<file path="src/rtl/stamp_ctrl_pkg.sv">
// stamp_ctrl_pkg: shared state encoding, CRC polynomial and counter sizing for the stamp signature controller
package stamp_ctrl_pkg;
  typedef enum logic [1:0] {IDLE, RUN, FLUSH, DONE} state_t;
  localparam logic [15:0] CRC_POLY = 16'h1021;
  function automatic int win_w(input int n);
    return $clog2(n + 1);
  endfunction
endpackage

</file>
<file path="src/rtl/stamp_sig_crc.sv">
// stamp_sig_crc: serial CRC-16 register (i_clr clears, i_en absorbs i_bit, o_sig current, o_nxt value after this cycle)
module stamp_sig_crc
  import stamp_ctrl_pkg::*;
#(
  parameter int         W    = 16,
  parameter logic [W-1:0] POLY = CRC_POLY
) (
  input  logic         i_clk,
  input  logic         i_rst,
  input  logic         i_clr,
  input  logic         i_en,
  input  logic         i_bit,
  output logic [W-1:0] o_sig,
  output logic [W-1:0] o_nxt
);
  logic w_fb;
  assign w_fb  = o_sig[W-1] ^ i_bit;
  assign o_nxt = i_en ? ({o_sig[W-2:0], 1'b0} ^ (w_fb ? POLY : '0)) : o_sig;
  always_ff @(posedge i_clk)
    o_sig <= (i_rst || i_clr) ? '0 : o_nxt;
endmodule

</file>
<file path="src/rtl/stamp_sig_ctrl.sv">
// stamp_sig_ctrl: drives stamp-array enables over a capture window and checks the CRC-16 of its XOR output against i_golden
module stamp_sig_ctrl
  import stamp_ctrl_pkg::*;
#(
  parameter int          DUTY_W     = 8,
  parameter int          WINDOW_LEN = 1024,
  parameter int          XOR_LAT    = 3,
  parameter int          SIG_W      = 16,
  parameter logic [15:0] POLY       = CRC_POLY
) (
  input  logic              i_clk,
  input  logic              i_rst,
  input  logic              i_start,
  input  logic              i_stop,
  input  logic [DUTY_W-1:0] i_duty,
  input  logic [SIG_W-1:0]  i_golden,
  input  logic              i_xor_out,
  output logic              o_stamp_ena,
  output logic              o_xor_ena,
  output logic              o_output_ena,
  output logic              o_busy,
  output logic              o_done,
  output logic              o_pass,
  output logic [SIG_W-1:0]  o_signature
);
  localparam int CW = win_w(WINDOW_LEN);
  localparam int FW = $clog2(XOR_LAT + 1);
  state_t              r_state;
  logic [DUTY_W-1:0]   r_phase;
  logic [CW-1:0]       r_win;
  logic [FW-1:0]       r_fl;
  logic [XOR_LAT-1:0]  r_vld;
  logic [SIG_W-1:0]    w_sig_nxt;
  logic                w_go;
  assign w_go   = i_start && !i_stop && (r_state == IDLE || r_state == DONE);
  assign o_busy = (r_state == RUN) || (r_state == FLUSH);
  assign o_done = (r_state == DONE);
  stamp_sig_crc #(.W(SIG_W), .POLY(POLY)) u_crc (
    .i_clk (i_clk),
    .i_rst (i_rst),
    .i_clr (w_go),
    .i_en  (r_vld[XOR_LAT-1] && !i_stop),
    .i_bit (i_xor_out),
    .o_sig (o_signature),
    .o_nxt (w_sig_nxt)
  );
  always_ff @(posedge i_clk) begin
    if (i_rst) begin
      r_state      <= IDLE;
      r_phase      <= '0;
      r_win        <= '0;
      r_fl         <= '0;
      r_vld        <= '0;
      o_stamp_ena  <= 1'b0;
      o_xor_ena    <= 1'b0;
      o_output_ena <= 1'b0;
      o_pass       <= 1'b0;
    end else begin
      r_vld <= XOR_LAT'({r_vld, o_xor_ena});
      if (i_stop) begin
        r_state      <= IDLE;
        r_vld        <= '0;
        o_stamp_ena  <= 1'b0;
        o_xor_ena    <= 1'b0;
        o_output_ena <= 1'b0;
        o_pass       <= 1'b0;
      end else begin
        case (r_state)
          RUN: begin
            if (r_win == CW'(WINDOW_LEN)) begin
              r_state      <= FLUSH;
              r_fl         <= '0;
              o_stamp_ena  <= 1'b0;
              o_xor_ena    <= 1'b0;
              o_output_ena <= 1'b0;
            end else begin
              r_win       <= r_win + 1'b1;
              r_phase     <= r_phase + 1'b1;
              o_stamp_ena <= r_phase < i_duty;
            end
          end
          FLUSH: begin
            // the last in-flight bit lands on this edge, so judge on the post-update signature
            if (r_fl == FW'(XOR_LAT - 1)) begin
              r_state <= DONE;
              o_pass  <= w_sig_nxt == i_golden;
            end else
              r_fl <= r_fl + 1'b1;
          end
          default: begin
            // entry edge already presents phase 0, so the counter moves on to phase 1
            if (i_start) begin
              r_state      <= RUN;
              r_phase      <= DUTY_W'(1);
              r_win        <= CW'(1);
              o_stamp_ena  <= i_duty != '0;
              o_xor_ena    <= 1'b1;
              o_output_ena <= 1'b1;
              o_pass       <= 1'b0;
            end
          end
        endcase
      end
    end
  end
endmodule
</file>
<file path="config.mk">
export PLATFORM = sky130hd
export DESIGN_NAME = stamp_sig_ctrl
export DESIGN_NICKNAME = d
export VERILOG_FILES = /design/src/rtl/stamp_ctrl_pkg.sv /design/src/rtl/stamp_sig_crc.sv /design/src/rtl/stamp_sig_ctrl.sv
export SDC_FILE = /design/constraint.sdc
export NUM_CORES = 1
export LEC_CHECK = 0
export ABC_AREA = 1
export CORE_MARGIN = 3
export CORE_UTILIZATION = 57
export CTS_CLUSTER_DIAMETER = 80
export DETAILED_ROUTE_END_ITERATION = 8
export PLACE_DENSITY = 0.92
export RECOVER_POWER = 25
export SKIP_LAST_GASP = 1
export SLEW_MARGIN = 15
export SYNTH_ARGS = -nofsm -noshare
export SYNTH_HDL_FRONTEND = slang
export SYNTH_SLANG_ARGS = --single-unit
</file>
<file path="constraint.sdc">
create_clock -name i_clk -period 5.45 [get_ports i_clk]
set_clock_uncertainty 0.15 [all_clocks]
set_input_delay 1.09 -clock i_clk [delete_from_list [all_inputs] [get_ports i_clk]]
set_output_delay 1.09 -clock i_clk [all_outputs]
set_load 0.01 [all_outputs]
</file>
==> results of run 1 <==
==> Yosys cell counts (all sizes together) <==
| cell | instances |
|---|---|
| nand2 | 123 |
| inv | 67 |
| nand3 | 54 |
| nor2 | 52 |
| dfxtp | 45 |
| a21oi | 41 |
| ha | 15 |
| o21ai | 13 |
| buf | 10 |
| nor3 | 9 |
| nand4 | 6 |
| nand3b | 4 |
| xor2 | 4 |
| clkbuf | 2 |
| nor4 | 2 |
| and3b | 1 |
| o211ai | 1 |
| o31ai | 1 |
| or2 | 1 |
==> path summary, 6_finish.rpt <==
path / startpoint / end / slack, ps / depth (start not counted)
setup / recovery: i_start / r_phase[6] / 2400 / 11
hold / removal: r_vld[1] / r_vld[2] / 270 / 2
setup reg to reg: r_state[1] / r_phase[6] / 2410 / 12
hold reg to reg: r_vld[1] / r_vld[2] / 270 / 2
==> power groups by stage <==
stage,logic (W),clock network [W],registers (W)
2_1_floorplan,0.0000490,0,0.000344
6_report,0.0000884,0.000260,0.000337
4_1_cts,0.0000882,0.000264,0.000337
5_1_grt,0.0000988,0.000277,0.000338
3_5_place_dp,0.0000872,0,0.000345
3_3_place_gp,0.0000847,0,0.000344
==> flip-flops by register name, indices dropped and copies added, names as in the netlist <==
register / cells
r_win: 11
r_state: 2
r_vld: 3
o_pass: 1
r_phase: 8
o_stamp_ena: 1
r_fl: 2
o_output_ena: 1
u_crc.o_sig: 16
==> routing by layer <==
metal	wire, um	vias to the layer above	share of wire (%)
met1	3010	1352	42
li1	-	1533	-
met3	416	12	5.9
met2	3554	106	50
met4	113	0	1.6
met5	0	-	0
==> cell type report <==
| type | count | area (um2) |
|---|---|---|
| clock buffers | 7 | 86.33 |
| clock inverters | 1 | 30.03 |
| fillers | 388 | 1110 |
| inverters | 67 | 251.5 |
| multi-input cells | 327 | 1604 |
| flip-flops and latches | 45 | 900.9 |
| well taps | 65 | 81.33 |
| repair buffers | 50 | 500.5 |
==> logic make-up (layout without fill, tap and decap cells) <==
| kind of cell | Yosys count | after routing |
|---|---|---|
| AO/OA/AOI/OAI | 56 | 56 |
| XOR/XNOR | 4 | 4 |
| adder cells (fa/ha/maj) | 15 | 15 |
| buffers and inverters | 79 | 125 |
| flip-flops | 45 | 45 |
| AND/OR/NAND/NOR | 252 | 252 |
==> stage by stage <==
step / cell area, um2 / setup slack (ps) / instances
3_5_place_dp: 3333 / 2197 / 554
5_1_grt: 3455 / 2003 / 562
6_report: 3455 / 2396 / 562
4_1_cts: 3450 / 2476 / 562
3_3_place_gp: 3333 / 2238 / 554
2_1_floorplan: 2821 / 3196 / 451
==> critical path, delay by kind of cell <==
family	cells	cell delay, ps
compound gates	1	250
buf+inv	5	1050
simple gates	5	760
==> results.toml, run 1 <==
[global_route]
grtUsageMet2_pct = 42.97
grt_use_total_pct = 24.40
gr-total-overflow = 0
grt_use_met3_pct = 5.674
grt_busiest_layer = "met2"
grt_max_degree = 27
grt_pass1_vias = 2788
grt_pass1_wl_um = 11960
use_met1_pct = 28.96
antenna_found_initial = 0

[timing]
fmax_mhz = 327.5
slew_violations = 0
period_share_pct = 56.03
hold_viol = 0
hold_slack_ps = 270.2
slew_headroom_pct = 48.29
rsz0062_at_grt = "no"
worstMarginPinSlew_ps = 774.5
tns_ps = 0
fin_crit_ps = 3054
setup_viol = 0

[synth]
synthCells = 451
synth_xor_area_share_pct = 1.242
synth_top_family_by_area = "simple AND/OR/NAND/NOR gates"
yosysSeqAreaShare_pct = 31.93
synth_fa_ha_area_share_pct = 6.652
synth_top_area_share_pct = 31.93
yosys_warnings = 0
ys_seq_elements = 45
synthMuxAreaShare_pct = 0
synth_area_leaders = "dfxtp_1 32%, nand2_1 16%, nand3_1 9.4%"
synth_top_cell_by_area = "dfxtp_1"
synth.distinct_cells = 27
syn_nets = 495
syn_area_um2 = 2821
yosys.area_share.simple_pct = 38.36
synth_compound_area_share_pct = 10.24
synth_area_per_cell_um2 = 6.256

[pwr]
swShare_pct = 24.19
p_seq_share_pct = 49.2
p_per_area_nw_per_um2 = 198.3
combPwrFrac_pct = 12.9
power.switching_w = 0.0001658
finalPower_w = 0.0006851
clockPowerShare_pct = 37.9
internal_power_w = 0.0005194
p_leak_nw = 1.566
peakVddDrop_uv = 162.5

[clock_network]
path_clk_slew_ps = 90
post_cts_resized = 0
cts-root-buf = "clkbuf_8"
post_cts_buffers = 0
ctsHoldBuffers = 0
clockBufferDepth = 2
insertion_delay_ps = 300
cts_tree = "done"
htree_num_levels = 2
numCtsBuffers = 5
clock-sinks = 45

[finish]
utilization_pct = 75.69
diodes = 0
areaGrowthSynthToFinish_pct = 22.44
drive_above_1_share_pct = 2.616
layout.nets = 540
final_common_cell = "nand2_1"
final_cell_mix = "121 x nand2_1, 66 x inv_1, 53 x nand3_1"

[run]
cap_violations = 0

[critical_path]
crit_slowest_cell = "clkdlybuf4s50_1"
crit_path_max_incr_delay_ps = 470
worstSetupPathType = "in2reg"
crit_arrival_ps = 3150
worstSetupStartpointType = "primary input"
end_kind = "flop"
crit_chain = "clkdlybuf4s50_1 -> inv_1 -> a21oi_1 -> inv_1 -> nor2_1 -> nand2_2 -> inv_1 -> nand2_1 -> nand2_1 -> inv_1 -> nor2_1"
required_ps = 5540
cpMostUsedCell = "inv_1"
critPathMaxFanout = 26

[min_path]
min_path_type = "reg2reg"

[detailed_routing]
vias = 3003
viasPerCell = 5.343
drt_wl_total_um = 7094
ant_nets = 0
drt-wirelength-per-cell_um = 12.62
firstDrtPassIters = 5
drtIter0Drc = 255
drcViolationCount = 0

[floorplanning]
core_area_um2 = 4564
ios = 51
row_count = 24
initial_core_util_pct = 61.81
fp.dieW_um = 76.36
fp.dieH_um = 76.36
die_area_um2 = 5830

[placed_design]
gp_congestion = 0.8919
dp_hpwl_um = 5238
io_buffers = 50

[outcome]
status = "completed"
Note: power is estimated with default switching activity, not from simulation.
==> run 2, diff against run 1 <==
--- a/config.mk
+++ b/config.mk
@@ -7,10 +7,10 @@
 export LEC_CHECK = 0
 export ABC_AREA = 1
 export CORE_MARGIN = 3
-export CORE_UTILIZATION = 57
+export CORE_UTILIZATION = 48
 export CTS_CLUSTER_DIAMETER = 80
 export DETAILED_ROUTE_END_ITERATION = 8
-export PLACE_DENSITY = 0.92
+export PLACE_DENSITY = 0.83
 export RECOVER_POWER = 25
 export SKIP_LAST_GASP = 1
 export SLEW_MARGIN = 15
==> constraint.sdc (replaced) <==
create_clock -name i_clk -period 2.8 [get_ports i_clk]
set_clock_uncertainty 0.15 [all_clocks]
set_input_delay 0.56 -clock i_clk [delete_from_list [all_inputs] [get_ports i_clk]]
set_output_delay 0.56 -clock i_clk [all_outputs]
set_load 0.01 [all_outputs]
==> run 2 against run 1 <==
Combinational power rose by 100%; worst setup slack got worse by 2000 ps; largest cell class unchanged; die area rose by 17%; total power rose by 94%; cell count rose by 2.1%; routed wire length fell by 0.85%; first-iteration DRC count fell by 30%; register-to-register slack got worse by 1700 ps; critical path type is now reg2out.
==> results.toml, run 2 (same netlist as run 1, synthesis figures left out) <==
[min_path]
min_path_type = "reg2reg"
worstHoldStart = "r_vld[0]"

[clock_network]
cts-root-buf = "clkbuf_8"
path_clk_slew_ps = 90
numCtsBuffers = 5
post_cts_buffers = 0
insertion_delay_ps = 300
clockBufferDepth = 2
ctsHoldBuffers = 0
htree_num_levels = 2
clock-sinks = 45
post_cts_resized = 0
cts_tree = "done"

[finish]
diodes = 0
final_common_cell = "nand2_1"
regMostFlops = "u_crc.o_sig"
layout.nets = 545
fin_area_um2 = 3491
areaGrowthSynthToFinish_pct = 23.73
final_cell_mix = "121 x nand2_1, 65 x inv_1, 53 x nand3_1"
reg.largest.list = "u_crc.o_sig: 16 flops, r_win: 11 flops, r_phase: 8 flops"
n_fill_cell = 534
largest_reg_flops = 16
drive_above_1_share_pct = 3.984

[timing]
setup_viol = 0
fmax_mhz = 411.9
fin_crit_ps = 2428
slew_violations = 0
fin_ws_ps = 372.1
slew_headroom_pct = 74.28
worstMarginPinSlew_ps = 384.3
hold_viol = 0
tns_ps = 0
hold_slack_ps = 265.5
rsz0062_at_grt = "no"
period_share_pct = 86.71

[detailed_routing]
drcViolationCount = 0
drt-wirelength-per-cell_um = 12.25
wl_met1_um = 3189
drtIter0Drc = 179
viasPerCell = 5.183
firstDrtPassIters = 4
highest_layer = "met4"
vias = 2975
dr_wl_met2_um = 3317
ant_nets = 0
drt_wl_total_um = 7034
wl_met3_um = 312

[floorplanning]
ios = 51
die_area_um2 = 6834
fp.dieW_um = 82.67
fp.dieH_um = 82.67
core_area_um2 = 5608
row_count = 27
initial_core_util_pct = 50.31

[global_route]
grt_pass1_vias = 2851
grt_use_total_pct = 21.79
gr-total-overflow = 0
antenna_found_initial = 0
grt_max_degree = 20
grt_pass1_wl_um = 11800

[run]
cap_violations = 0

[critical_path]
crit_slowest_cell = "clkdlybuf4s50_1"
end_kind = "output pin"
crit_path_max_incr_delay_ps = 550
reg2reg_from = "r_state[1]"
crit_family = "buffers and inverters"
required_ps = 2090
crit_arrival_ps = 1720
startpoint = "r_state[0]"
worstSetupPathType = "reg2out"
critPathMaxFanout = 4
crit_chain = "inv_1 -> ha_1 -> inv_1 -> clkdlybuf4s50_1"
critPathBufInv = 3
cpMostUsedCell = "inv_1"
worstSetupStartpointType = "flop"

[placed_design]
placed_area_um2 = 3379
io_buffers = 50
post-place-ws_ps = 228.8
gp_congestion = 0.9081
dp_hpwl_um = 5371

[pwr]
finalPower_w = 0.001331
peakVddDrop_uv = 336.8
clockPowerShare_pct = 37.4
swShare_pct = 25.37
p_per_area_nw_per_um2 = 381.4
combPwrFrac_pct = 13.3
internal_power_w = 0.0009936
power.switching_w = 0.0003377
p_seq_share_pct = 49.3
p_leak_nw = 1.553

[outcome]
status = "completed"
-- run 2: path summary, 6_finish.rpt --
| check | slack [ps] | endpoint | cells after the start |
|---|---|---|---|
| worst min register to register | 270 | r_vld[1] | 2 |
| worst max register to register | 750 | r_win[1] | 10 |
| worst max-delay path | 370 | o_busy | 4 |
| worst min-delay path | 270 | r_vld[1] | 2 |
-- run 2: power by group through the flow --
stage	clock, W	combinational [W]	sequential [W]
after floorplan	0	0.0000954	0.000669
after global placement	0	0.000173	0.000671
after detailed placement	0	0.000176	0.000671
after CTS	0.000505	0.000177	0.000656
after global routing	0.000535	0.000196	0.000658
final	0.000498	0.000177	0.000656
-- run 2: per-stage QoR --
step,util (%),cells
global route,62.25,574
finish,62.25,574
CTS,62.25,574
detailed placement,60.26,566
floorplan,-,451
global placement,60.26,566
-- run 2: cell type report --
class	count	area [um2]	share of cell area [%]
well taps	72	90.09	2.581
clock buffers	6	72.57	2.079
clock inverters	2	38.79	1.111
flip-flops and latches	45	900.9	25.81
multi-input cells	327	1599	45.81
inverters	67	251.5	7.204
repair buffers	55	538.0	15.41
-- run 2: routing by layer --
metal	vias to the layer above	GRT usage, %
met5	-	0
met4	0	11.27
met3	24	3.688
met2	82	37.50
met1	1335	25.84
li1	1534	-
-- run 2: worst min-delay path: cells and delay by family (launching register included) --
family	cells	cell delay, ps
buffers and inverters	1	40
flip-flops	1	310
AND/OR/NAND/NOR	1	30
